==> config.mk <==
export PLATFORM = sky130hd
export DESIGN_NAME = backlight_ctrl
export DESIGN_NICKNAME = d
export VERILOG_FILES = /design/src/rtl/backlight_ctrl.sv
export SDC_FILE = /design/constraint.sdc
export NUM_CORES = 1
export LEC_CHECK = 0
export ABC_CLOCK_PERIOD_IN_PS = 2600
export CORE_ASPECT_RATIO = 0.9
export CORE_MARGIN = 2
export CORE_UTILIZATION = 54
export CTS_CLUSTER_SIZE = 30
export DETAILED_ROUTE_END_ITERATION = 16
export GPL_ROUTABILITY_DRIVEN = 0
export GPL_TIMING_DRIVEN = 0
export PLACE_DENSITY_LB_ADDON = 0.3
export SKIP_LAST_GASP = 1
export SLEW_MARGIN = 25
export SYNTH_ARGS = -nofsm -noshare
export SYNTH_HDL_FRONTEND = slang
export SYNTH_SLANG_ARGS = --single-unit
==> constraint.sdc <==
create_clock -name i_clk -period 2.6 [get_ports i_clk]
set_input_delay 0.52 -clock i_clk [delete_from_list [all_inputs] [get_ports i_clk]]
set_output_delay 0.52 -clock i_clk [all_outputs]
set_load 0.02 [all_outputs]
==> src/rtl/backlight_ctrl.sv <==
// backlight_ctrl
//   LCD backlight sequencer in front of an 8-bit PWM generator. Applies the
//   power-up delay, ramps the PWM duty to a commanded brightness at a commanded
//   rate, and ramps back to zero before dropping the backlight enable.
//
// Ports
//   i_clk        system clock
//   i_rst        asynchronous active-high reset
//   i_en         level, 1 = backlight requested on
//   i_cmd_valid  brightness command valid
//   o_cmd_ready  command accepted when valid && ready at a rising edge
//   i_cmd_level  target duty
//   i_cmd_rate   ticks per ramp step, 0 = one step per clock
//   o_duty       registered duty to the PWM generator
//   o_bl_en      registered backlight driver enable
//   o_busy       high while powering up, ramping or powering down
//   o_done       one-cycle pulse when duty reaches the target
module backlight_ctrl #(
  parameter int unsigned P_TICK_DIV = 40000,
  parameter int unsigned P_ON_DLY   = 10,
  parameter int unsigned P_STEP     = 1
) (
  input  logic       i_clk,
  input  logic       i_rst,
  input  logic       i_en,
  input  logic       i_cmd_valid,
  output logic       o_cmd_ready,
  input  logic [7:0] i_cmd_level,
  input  logic [3:0] i_cmd_rate,
  output logic [7:0] o_duty,
  output logic       o_bl_en,
  output logic       o_busy,
  output logic       o_done
);

  localparam int unsigned TbW  = $clog2(P_TICK_DIV);
  localparam int unsigned DlyW = $clog2(P_ON_DLY + 1);

  localparam logic [TbW-1:0]  TbLast  = TbW'(P_TICK_DIV - 1);
  localparam logic [DlyW-1:0] DlyLast = DlyW'(P_ON_DLY - 1);
  localparam logic [8:0]      Step9   = 9'(P_STEP);

  typedef enum logic [2:0] {
    StOff,
    StPwrup,
    StRamp,
    StHold,
    StPwrdn
  } state_e;

  state_e          state_q;
  logic [TbW-1:0]  tb_cnt_q;
  logic [DlyW-1:0] dly_cnt_q;
  logic [3:0]      step_cnt_q;
  logic [7:0]      target_q;
  logic [3:0]      rate_q;
  logic [7:0]      duty_q;
  logic            bl_en_q;
  logic            done_q;

  logic       tick;
  logic       step_en;
  logic       cmd_accept;
  logic [7:0] ramp_next;
  logic [7:0] down_next;

  // One step from cur toward tgt, clamped at tgt. 9-bit math keeps the
  // comparisons free of wrap-around at either end of the duty range.
  function automatic logic [7:0] step_toward(input logic [7:0] cur, input logic [7:0] tgt);
    logic [8:0] cur9;
    logic [8:0] tgt9;
    logic [8:0] sum9;
    logic [8:0] dif9;
    cur9 = {1'b0, cur};
    tgt9 = {1'b0, tgt};
    sum9 = cur9 + Step9;
    dif9 = cur9 - Step9;
    if (cur9 < tgt9) begin
      return (sum9 >= tgt9) ? tgt : sum9[7:0];
    end else if (cur9 > tgt9) begin
      return (cur9 <= tgt9 + Step9) ? tgt : dif9[7:0];
    end
    return cur;
  endfunction

  // Free-running timebase; never cleared by state changes, so the first step
  // after entering a state can come up to one tick early.
  always_ff @(posedge i_clk or posedge i_rst) begin
    if (i_rst) begin
      tb_cnt_q <= '0;
    end else if (tb_cnt_q == TbLast) begin
      tb_cnt_q <= '0;
    end else begin
      tb_cnt_q <= tb_cnt_q + TbW'(1);
    end
  end

  always_comb begin
    tick        = (tb_cnt_q == TbLast);
    step_en     = (rate_q == 4'd0) || (tick && (step_cnt_q == rate_q - 4'd1));
    o_cmd_ready = (state_q != StPwrdn);
    cmd_accept  = i_cmd_valid && o_cmd_ready;
    ramp_next   = step_toward(duty_q, target_q);
    down_next   = step_toward(duty_q, 8'd0);
    o_busy      = (state_q == StPwrup) || (state_q == StRamp) || (state_q == StPwrdn);
  end

  always_ff @(posedge i_clk or posedge i_rst) begin
    if (i_rst) begin
      state_q    <= StOff;
      dly_cnt_q  <= '0;
      step_cnt_q <= 4'd0;
      target_q   <= 8'd128;
      rate_q     <= 4'd0;
      duty_q     <= 8'd0;
      bl_en_q    <= 1'b0;
      done_q     <= 1'b0;
    end else begin
      done_q <= 1'b0;
      // Commands are stored whenever accepted, even on an edge where i_en falls.
      if (cmd_accept) begin
        target_q <= i_cmd_level;
        rate_q   <= i_cmd_rate;
      end
      case (state_q)
        StOff: begin
          duty_q <= 8'd0;
          if (i_en) begin
            state_q   <= StPwrup;
            dly_cnt_q <= '0;
            bl_en_q   <= 1'b1;
          end
        end
        StPwrup: begin
          if (!i_en) begin
            state_q <= StOff;
            bl_en_q <= 1'b0;
          end else if (tick) begin
            if (dly_cnt_q == DlyLast) begin
              state_q    <= StRamp;
              step_cnt_q <= 4'd0;
            end else begin
              dly_cnt_q <= dly_cnt_q + DlyW'(1);
            end
          end
        end
        StRamp: begin
          if (!i_en) begin
            state_q    <= StPwrdn;
            step_cnt_q <= 4'd0;
          end else if (cmd_accept) begin
            // Retarget: restart the step schedule; no step toward the stale target.
            step_cnt_q <= 4'd0;
          end else if (duty_q == target_q) begin
            state_q <= StHold;
            done_q  <= 1'b1;
          end else if (step_en) begin
            duty_q     <= ramp_next;
            step_cnt_q <= 4'd0;
          end else if (tick) begin
            step_cnt_q <= step_cnt_q + 4'd1;
          end
        end
        StHold: begin
          if (!i_en) begin
            state_q    <= StPwrdn;
            step_cnt_q <= 4'd0;
          end else if (cmd_accept) begin
            if (i_cmd_level == duty_q) begin
              done_q <= 1'b1;
            end else begin
              state_q    <= StRamp;
              step_cnt_q <= 4'd0;
            end
          end
        end
        StPwrdn: begin
          // i_en is ignored here; a re-request waits for OFF and a full power-up.
          if (duty_q == 8'd0) begin
            state_q <= StOff;
            bl_en_q <= 1'b0;
          end else if (step_en) begin
            duty_q     <= down_next;
            step_cnt_q <= 4'd0;
          end else if (tick) begin
            step_cnt_q <= step_cnt_q + 4'd1;
          end
        end
        default: begin
          state_q <= StOff;
          bl_en_q <= 1'b0;
          duty_q  <= 8'd0;
        end
      endcase
    end
  end

  assign o_duty  = duty_q;
  assign o_bl_en = bl_en_q;
  assign o_done  = done_q;

endmodule
==> results of run 1 <==
==> through the flow <==
| stage | cell area, um^2 | hold slack [ns] | cells | utilization, % | TNS [ns] |
|---|---|---|---|---|---|
| 2_1_floorplan | 3850 | 0.447 | 414 | - | 0 |
| 3_3_place_gp | 4240 | 0.471 | 534 | 61.2 | -5.82 |
| 3_5_place_dp | 4270 | 0.478 | 535 | 61.6 | -3.25 |
| 4_1_cts | 4580 | 0.493 | 561 | 66.1 | -0.787 |
| 5_1_grt | 4830 | 0.530 | 573 | 69.6 | -1.94 |
| 6_report | 4830 | 0.514 | 573 | 69.6 | -0.839 |
==> flip-flops by register name, summed over array words and instances (netlist names), 3 cells and up <==
name and cells:
dly_cnt_q 4, state_q 3, rate_q 4, step_cnt_q 4
tb_cnt_q 16, o_duty 8, target_q 8
==> path summary, 6_finish.rpt <==
| check | from | endpoint | slack (ns) | depth (start not counted) |
|---|---|---|---|---|
| max | target_q[3] | o_duty[2] | -0.15 | 13 |
| min | tb_cnt_q[4] | tb_cnt_q[4] | 0.51 | 1 |
| max reg2reg | target_q[3] | o_duty[2] | -0.15 | 13 |
| min reg2reg | tb_cnt_q[4] | tb_cnt_q[4] | 0.51 | 1 |
| max in group asynchronous | i_rst | target_q[1] | 1.48 | 3 |
| min in group asynchronous | i_rst | target_q[2] | 0.58 | 2 |
==> kinds of logic (layout without fill, tap and decap cells) <==
| logic type | Yosys count | count (layout) | share of synthesized area, % |
|---|---|---|---|
| simple gates | 144 | 144 | 20.4 |
| compound gates | 87 | 87 | 15.9 |
| flops | 49 | 49 | 32.2 |
| xor+xnor | 47 | 47 | 11.2 |
| buf+inv | 37 | 103 | 4.43 |
| fa+ha+maj | 35 | 35 | 11.5 |
| mux | 15 | 15 | 4.40 |
==> layout make-up <==
class / count / area (um^2)
Multi-Input combinational cell: 328 / 2650
Sequential cell: 49 / 1240
Inverter: 23 / 86.3
Clock inverter: 3 / 28.8
Buffer: 13 / 92.6
Timing Repair Buffer: 59 / 544
Clock buffer: 5 / 68.8
Tap cell: 93 / 116
Fill cell: 491 / 2100
==> worst max-delay path: stages, from the launching register on <==
cell and delay (ns):
dfrtp_1 0.44, inv_2 0.12, nor3_1 0.20, nand3_1 0.11, xnor2_1 0.14, ha_1 0.30
nand4_1 0.13, nor3_1 0.08, nor3b_2 0.32, nand3b_1 0.20, buf_4 0.19, o221ai_1 0.16
a21oi_1 0.07, o22a_1 0.19
==> per-layer routing <==
metal  vias up  GRT usage (%)
met5         -              0
met3        18           4.52
li1       1615              -
met1      1674           39.1
met4         0           7.33
met2       141           40.2
==> where the power goes <==
part	switching, W	total, W	internal, W
registers	0.000204	0.00114	0.000933
logic	0.00194	0.00354	0.00160
clock network	0.000314	0.000516	0.000202
==> what timing repair did <==
| item | CTS | global route |
|---|---|---|
| resized for setup | 19 | 39 |
| hold buffers | 0 | 0 |
| pin swaps | 16 | 25 |
| buffers inserted | 18 | 13 |
| setup endpoints to repair | 9 | 15 |
==> synth_stat cells, drive strengths merged (2+ instances only) <==
cell / n / area [um^2]
and2: 2 / 13.8
mux2: 14 / 158
nor3: 9 / 45.0
nor2b: 3 / 18.8
a211o: 2 / 18.8
inv: 23 / 86.3
nand4: 5 / 31.3
a21oi: 17 / 85.1
a211oi: 4 / 30.0
nand4b: 2 / 17.5
xnor2: 24 / 210
o211ai: 2 / 28.8
nor3b: 3 / 22.5
or3: 3 / 20.0
o21a: 2 / 15.0
clkbuf: 9 / 33.8
dfrtp: 48 / 1200
buf: 5 / 48.8
xor2: 22 / 193
o31ai: 4 / 30.0
nand3: 18 / 90.1
a221oi: 3 / 26.3
nor4: 5 / 46.3
nand3b: 2 / 15.0
a21o: 5 / 40.0
or4b: 3 / 37.5
o221ai: 2 / 17.5
nand2b: 3 / 18.8
or2: 2 / 15.0
o21bai: 2 / 15.0
or3b: 2 / 20.0
o22ai: 3 / 18.8
o22a: 5 / 43.8
ha: 35 / 438
nor4b: 2 / 23.8
o21ai: 26 / 134
nand2: 33 / 124
nor2: 36 / 145
and3: 8 / 51.3
o311ai: 2 / 17.5
==> summary.md, run 1 <==
| Metric | Value |
|---|---|
| CP Class | flop to flop |
| Clock transition at path regs | 0.11 ns |
| WP data required | 2.81 ns |
| Drt drc | 0 |
| Final antenna-violating net count | 0 |
| Arr. time, crit path | 2.96 ns |
| Max Cap Viol | 0 |
| First-pass GRT wire length | 16300 um |
| Core area | 0.00693 mm^2 |
| Met3 WL | 666 um |
| Post-Route M1 WL | 4600 um |
| Avg Vias per Cell | 6.02 |
| Commonest cells after routing, fill and taps aside | dfrtp_1, nor2_1, nand2_1, ha_1, buf_4 |
| DIE AREA | 0.00775 mm^2 |
| Global-route usage over all layers | 26.5% |
| Synth cell types | 70 |
| Crit path max fanout | 5 |
| Total power | 0.00520 W |
| Number of I/O pins | 28 |
| H-tree Lvls | 2 |
| Syn_area_per_cell | 9.21 um^2 |
| Fin. max-slew vios | 0 |
| Final setup fails | 8 |
| Largest net degree at the start of global routing | 27 |
| CTS tree | yes |
| Final WL | 10200 um |
| Share of cells above drive strength 1 | 26.3% |
| Num CTS Buffers | 5 |
| Dpl ws | -0.494 ns |
| Clock sink count | 49 |
| Pwr per Cell Area | 1080 mW/mm^2 |
| Mapped Cells | 414 |
| Crit path time final | 2.75 ns |
| FF+latch count, synth | 49 |
| Final Worst Setup Slack | -0.149 ns |
| CTS root buf | clkbuf_8 |
| Synth warn | 0 |
| EDFF count, synth | 0 |
| Syn-to-layout area delta | 26.5% |
| WL met2 | 4740 um |
| Initial Utilization | 55.0% |
| Gr ovfl total | 0 |
| Longest Clk Path Bufs | 2 |
| Post-route clock period utilization | 106% |
| Avg WL per Cell | 17.7 um |
| Worst Hold Class | flop to flop |
| Violated checks | setup timing |
| Pleak | 2.13 nW |
| Most common cell after layout, fill and taps aside | dfrtp_1 |
| Headroom to the max-slew limit | 58.3% |
| Measured slew at the worst slew-check pin | 0.624 ns |
| Crit. End Element | flop |
| FMAX | 364 MHz |
| Antenna cells | 0 |
| Worst setup SP type | flop |
| Die height | 83.7 um |
| Most used flip-flop cell after synthesis | dfrtp_1 |
| RSZ-0062 raised after global routing | yes |
| Hold Vio Cnt, Final | 0 |
| Die X | 92.6 um |
| Detailed Place HPWL | 7000 um |
| Outcome | complete, but fails checks |
| DR iter-0 viols | 303 |
| DR top layer | met4 |
| Synthesized Nets | 465 |
| Share of flip-flops with an asynchronous set or reset | 100% |
| 1st-pass router iterations | 5 |
| Worst VDD drop | 0.608 mV |
| Mapped cell area | 0.00381 mm^2 |
| Routed vias | 3448 |
| Final #Nets | 530 |
| Skew-Pair Late Insertion Delay | 0.32 ns |
| Vias in the first global route | 3324 |
| PortBufs | 27 |
| Seq/Total Area, Yosys | 32.2% |
| Num rows | 29 |
| Clock skew | 0.00480 ns |
| Initial antenna violation count | 0 |
Note: power is estimated with default switching activity, not from simulation.
==> inputs of run 2 (changes only) <==
- ABC_CLOCK_PERIOD_IN_PS: 2600 -> 2300
- clock period: 2.6 -> 2.3 ns (I/O delays scaled with it)
==> run 2 against run 1 <==
The run still ends with setup timing left. Die area unchanged. Sequential power up 11%. Clock power up 6.8%. Cell count up 6.5%.
==> summary.md, run 2 (synthesis gave the netlist of run 1 again) <==
| Metric | Value |
|---|---|
| DR top layer | met4 (unchanged) |
| RSZ-0062 raised after global routing | yes (unchanged) |
| Most common cell after layout, fill and taps aside | buf_4 (was dfrtp_1) |
| Final WL | 12500 um (was 10200 um) |
| Worst setup endpoint | o_duty[4] (was o_duty[2]) |
| Avg WL per Cell | 20.4 um (was 17.7 um) |
| CTS tree | yes (unchanged) |
| Crit path time final | 2.83 ns (was 2.75 ns) |
| FMAX | 354 MHz (was 364 MHz) |
| Crit path max fanout | 5 (unchanged) |
| Die X | 92.6 um (unchanged) |
| WP data required | 2.55 ns (was 2.81 ns) |
| Outcome | complete, but fails checks (unchanged) |
| Crit. End Element | flop (unchanged) |
| Pleak | 2.34 nW (was 2.13 nW) |
| Measured slew at the worst slew-check pin | 0.583 ns (was 0.624 ns) |
| Clock transition at path regs | 0.10 ns (was 0.11 ns) |
| Worst setup SP type | flop (unchanged) |
| Final #Nets | 567 (was 530) |
| Final Worst Setup Slack | -0.527 ns (was -0.149 ns) |
| Largest net degree at the start of global routing | 27 (unchanged) |
| Syn-to-layout area delta | 40.1% (was 26.5%) |
| Die height | 83.7 um (unchanged) |
| Final Util | 77.1% (was 69.6%) |
| Vias in the first global route | 3664 (was 3324) |
| DIE AREA | 0.00775 mm^2 (unchanged) |
| Met3 WL | 1100 um (was 666 um) |
| Headroom to the max-slew limit | 61.0% (was 58.3%) |
| Dpl ws | -0.620 ns (was -0.494 ns) |
| CP Class | flop to flop (unchanged) |
| Worst Hold Class | flop to flop (unchanged) |
| Reg2reg start | target_q[3] (unchanged) |
| Post-Route M1 WL | 5060 um (was 4600 um) |
| Drt drc | 0 (unchanged) |
| CTS root buf | clkbuf_8 (unchanged) |
| Avg Vias per Cell | 6.34 (was 6.02) |
| Worst VDD drop | 0.700 mV (was 0.608 mV) |
| Initial antenna violation count | 0 (unchanged) |
| Post-route clock period utilization | 123% (was 106%) |
| Clock sink count | 49 (unchanged) |
| H-tree Lvls | 2 (unchanged) |
| Longest Clk Path Bufs | 2 (unchanged) |
| Final setup fails | 14 (was 8) |
| Most flop-heavy register | tb_cnt_q (unchanged) |
| CP startpoint | target_q[3] (unchanged) |
| Share of cells above drive strength 1 | 38.9% (was 26.3%) |
| 1st-pass router iterations | 6 (was 5) |
| Detailed Place HPWL | 7030 um (was 7000 um) |
| Fin. max-slew vios | 0 (unchanged) |
| Reg2reg path depth | 12 (was 13) |
| Core area | 0.00693 mm^2 (unchanged) |
| DR iter-0 viols | 361 (was 303) |
| Violated checks | setup timing (unchanged) |
| Number of I/O pins | 28 (unchanged) |
| WL met2 | 5710 um (was 4740 um) |
| Pwr per Cell Area | 1290 mW/mm^2 (was 1080 mW/mm^2) |
| Gr ovfl total | 0 (unchanged) |
| Post-route cell area | 0.00534 mm^2 (was 0.00483 mm^2) |
| PortBufs | 27 (unchanged) |
| Routed vias | 3867 (was 3448) |
| DP Area | 0.00434 mm^2 (was 0.00427 mm^2) |
| Initial Utilization | 55.0% (unchanged) |
| Max Cap Viol | 0 (unchanged) |
| First-pass GRT wire length | 17900 um (was 16300 um) |
| Hold Vio Cnt, Final | 0 (unchanged) |
| Arr. time, crit path | 3.08 ns (was 2.96 ns) |
| Num rows | 29 (unchanged) |
| Largest register FFs | 16 (unchanged) |
| Num CTS Buffers | 5 (unchanged) |
| Global-route usage over all layers | 29.1% (was 26.5%) |
| Final antenna-violating net count | 0 (unchanged) |
| Clock skew | 0.0125 ns (was 0.00480 ns) |
| Commonest cells after routing, fill and taps aside | buf_4, dfrtp_1, nor2_1, nand2_1, ha_1 (was dfrtp_1, nor2_1, nand2_1, ha_1, buf_4) |
| Antenna cells | 0 (unchanged) |
| Worst R2R Setup Slack | -0.53 ns (was -0.15 ns) |
| Reg-to-reg endpoint | o_duty[4] (was o_duty[2]) |
| Skew-Pair Late Insertion Delay | 0.32 ns (about the same) |
run 2: cell count changes in the layout (fill, tap and decap cells not counted), moves of 4 or more:
cell and delta:
nand3_2 +4, buf_6 +5, o31ai_1 -4, buf_4 +30, nand3_1 -4, inv_1 -6
run 2: final cells by class:
class	count	area (um^2)
Clock inverter	3	26.3
Inverter	23	93.8
Multi-Input combinational cell	328	2850
Sequential cell	49	1240
Tap cell	93	116
Clock buffer	5	68.8
Fill cell	407	1590
Buffer	13	115
Timing Repair Buffer	96	832
run 2: timing repair:
item	CTS	global route
hold buffers	0	0
setup endpoints to repair	19	20
setup buffers	50	20
gates resized for setup	51	51
pin swaps	26	40
run 2: worst max-delay path, stage by stage, from the launching register on:
cell and delay, ns:
dfrtp_1 0.41, inv_2 0.07, nor3_2 0.19, nand3_1 0.13, xnor2_1 0.16, ha_1 0.30, nand4_1 0.19, o21ai_1 0.24
a211o_1 0.16, nand3b_1 0.21, and2_4 0.27, a221oi_2 0.27, o22a_1 0.16
run 2: through the flow:
stage / hold WS (ns) / total power (W) / setup TNS (ns) / std cells
4_1_cts: 0.505 / 0.00596 / -2.30 / 592
6_report: 0.498 / 0.00688 / -4.75 / 610
5_1_grt: 0.523 / 0.00718 / -6.03 / 610
2_1_floorplan: 0.447 / 0.00369 / -1.29 / 414
3_3_place_gp: 0.476 / 0.00444 / -19.25 / 534
3_5_place_dp: 0.482 / 0.00457 / -6.01 / 535
run 2: metal layers:
metal  global-route usage, %  vias up
met5                       0        -
met4                    12.3        0
met3                    7.05       77
met2                    46.0      260
met1                    38.1     1843
li1                        -     1687
run 2: worst min path at each step:
stage,start,to,slack [ns],cells past startpoint
after CTS,tb_cnt_q[4],tb_cnt_q[4],0.50,1
after floorplan,tb_cnt_q[0],tb_cnt_q[0],0.45,1
final,tb_cnt_q[4],tb_cnt_q[4],0.50,1
after global routing,tb_cnt_q[8],tb_cnt_q[8],0.52,1
after detailed placement,tb_cnt_q[0],tb_cnt_q[0],0.48,1
after global placement,tb_cnt_q[0],tb_cnt_q[0],0.48,1
run 2: power breakdown:
part / total [W] / internal (W) / switching (W)
combinational: 0.00505 / 0.00232 / 0.00273
sequential: 0.00127 / 0.00106 / 0.000214
clock: 0.000551 / 0.000222 / 0.000330
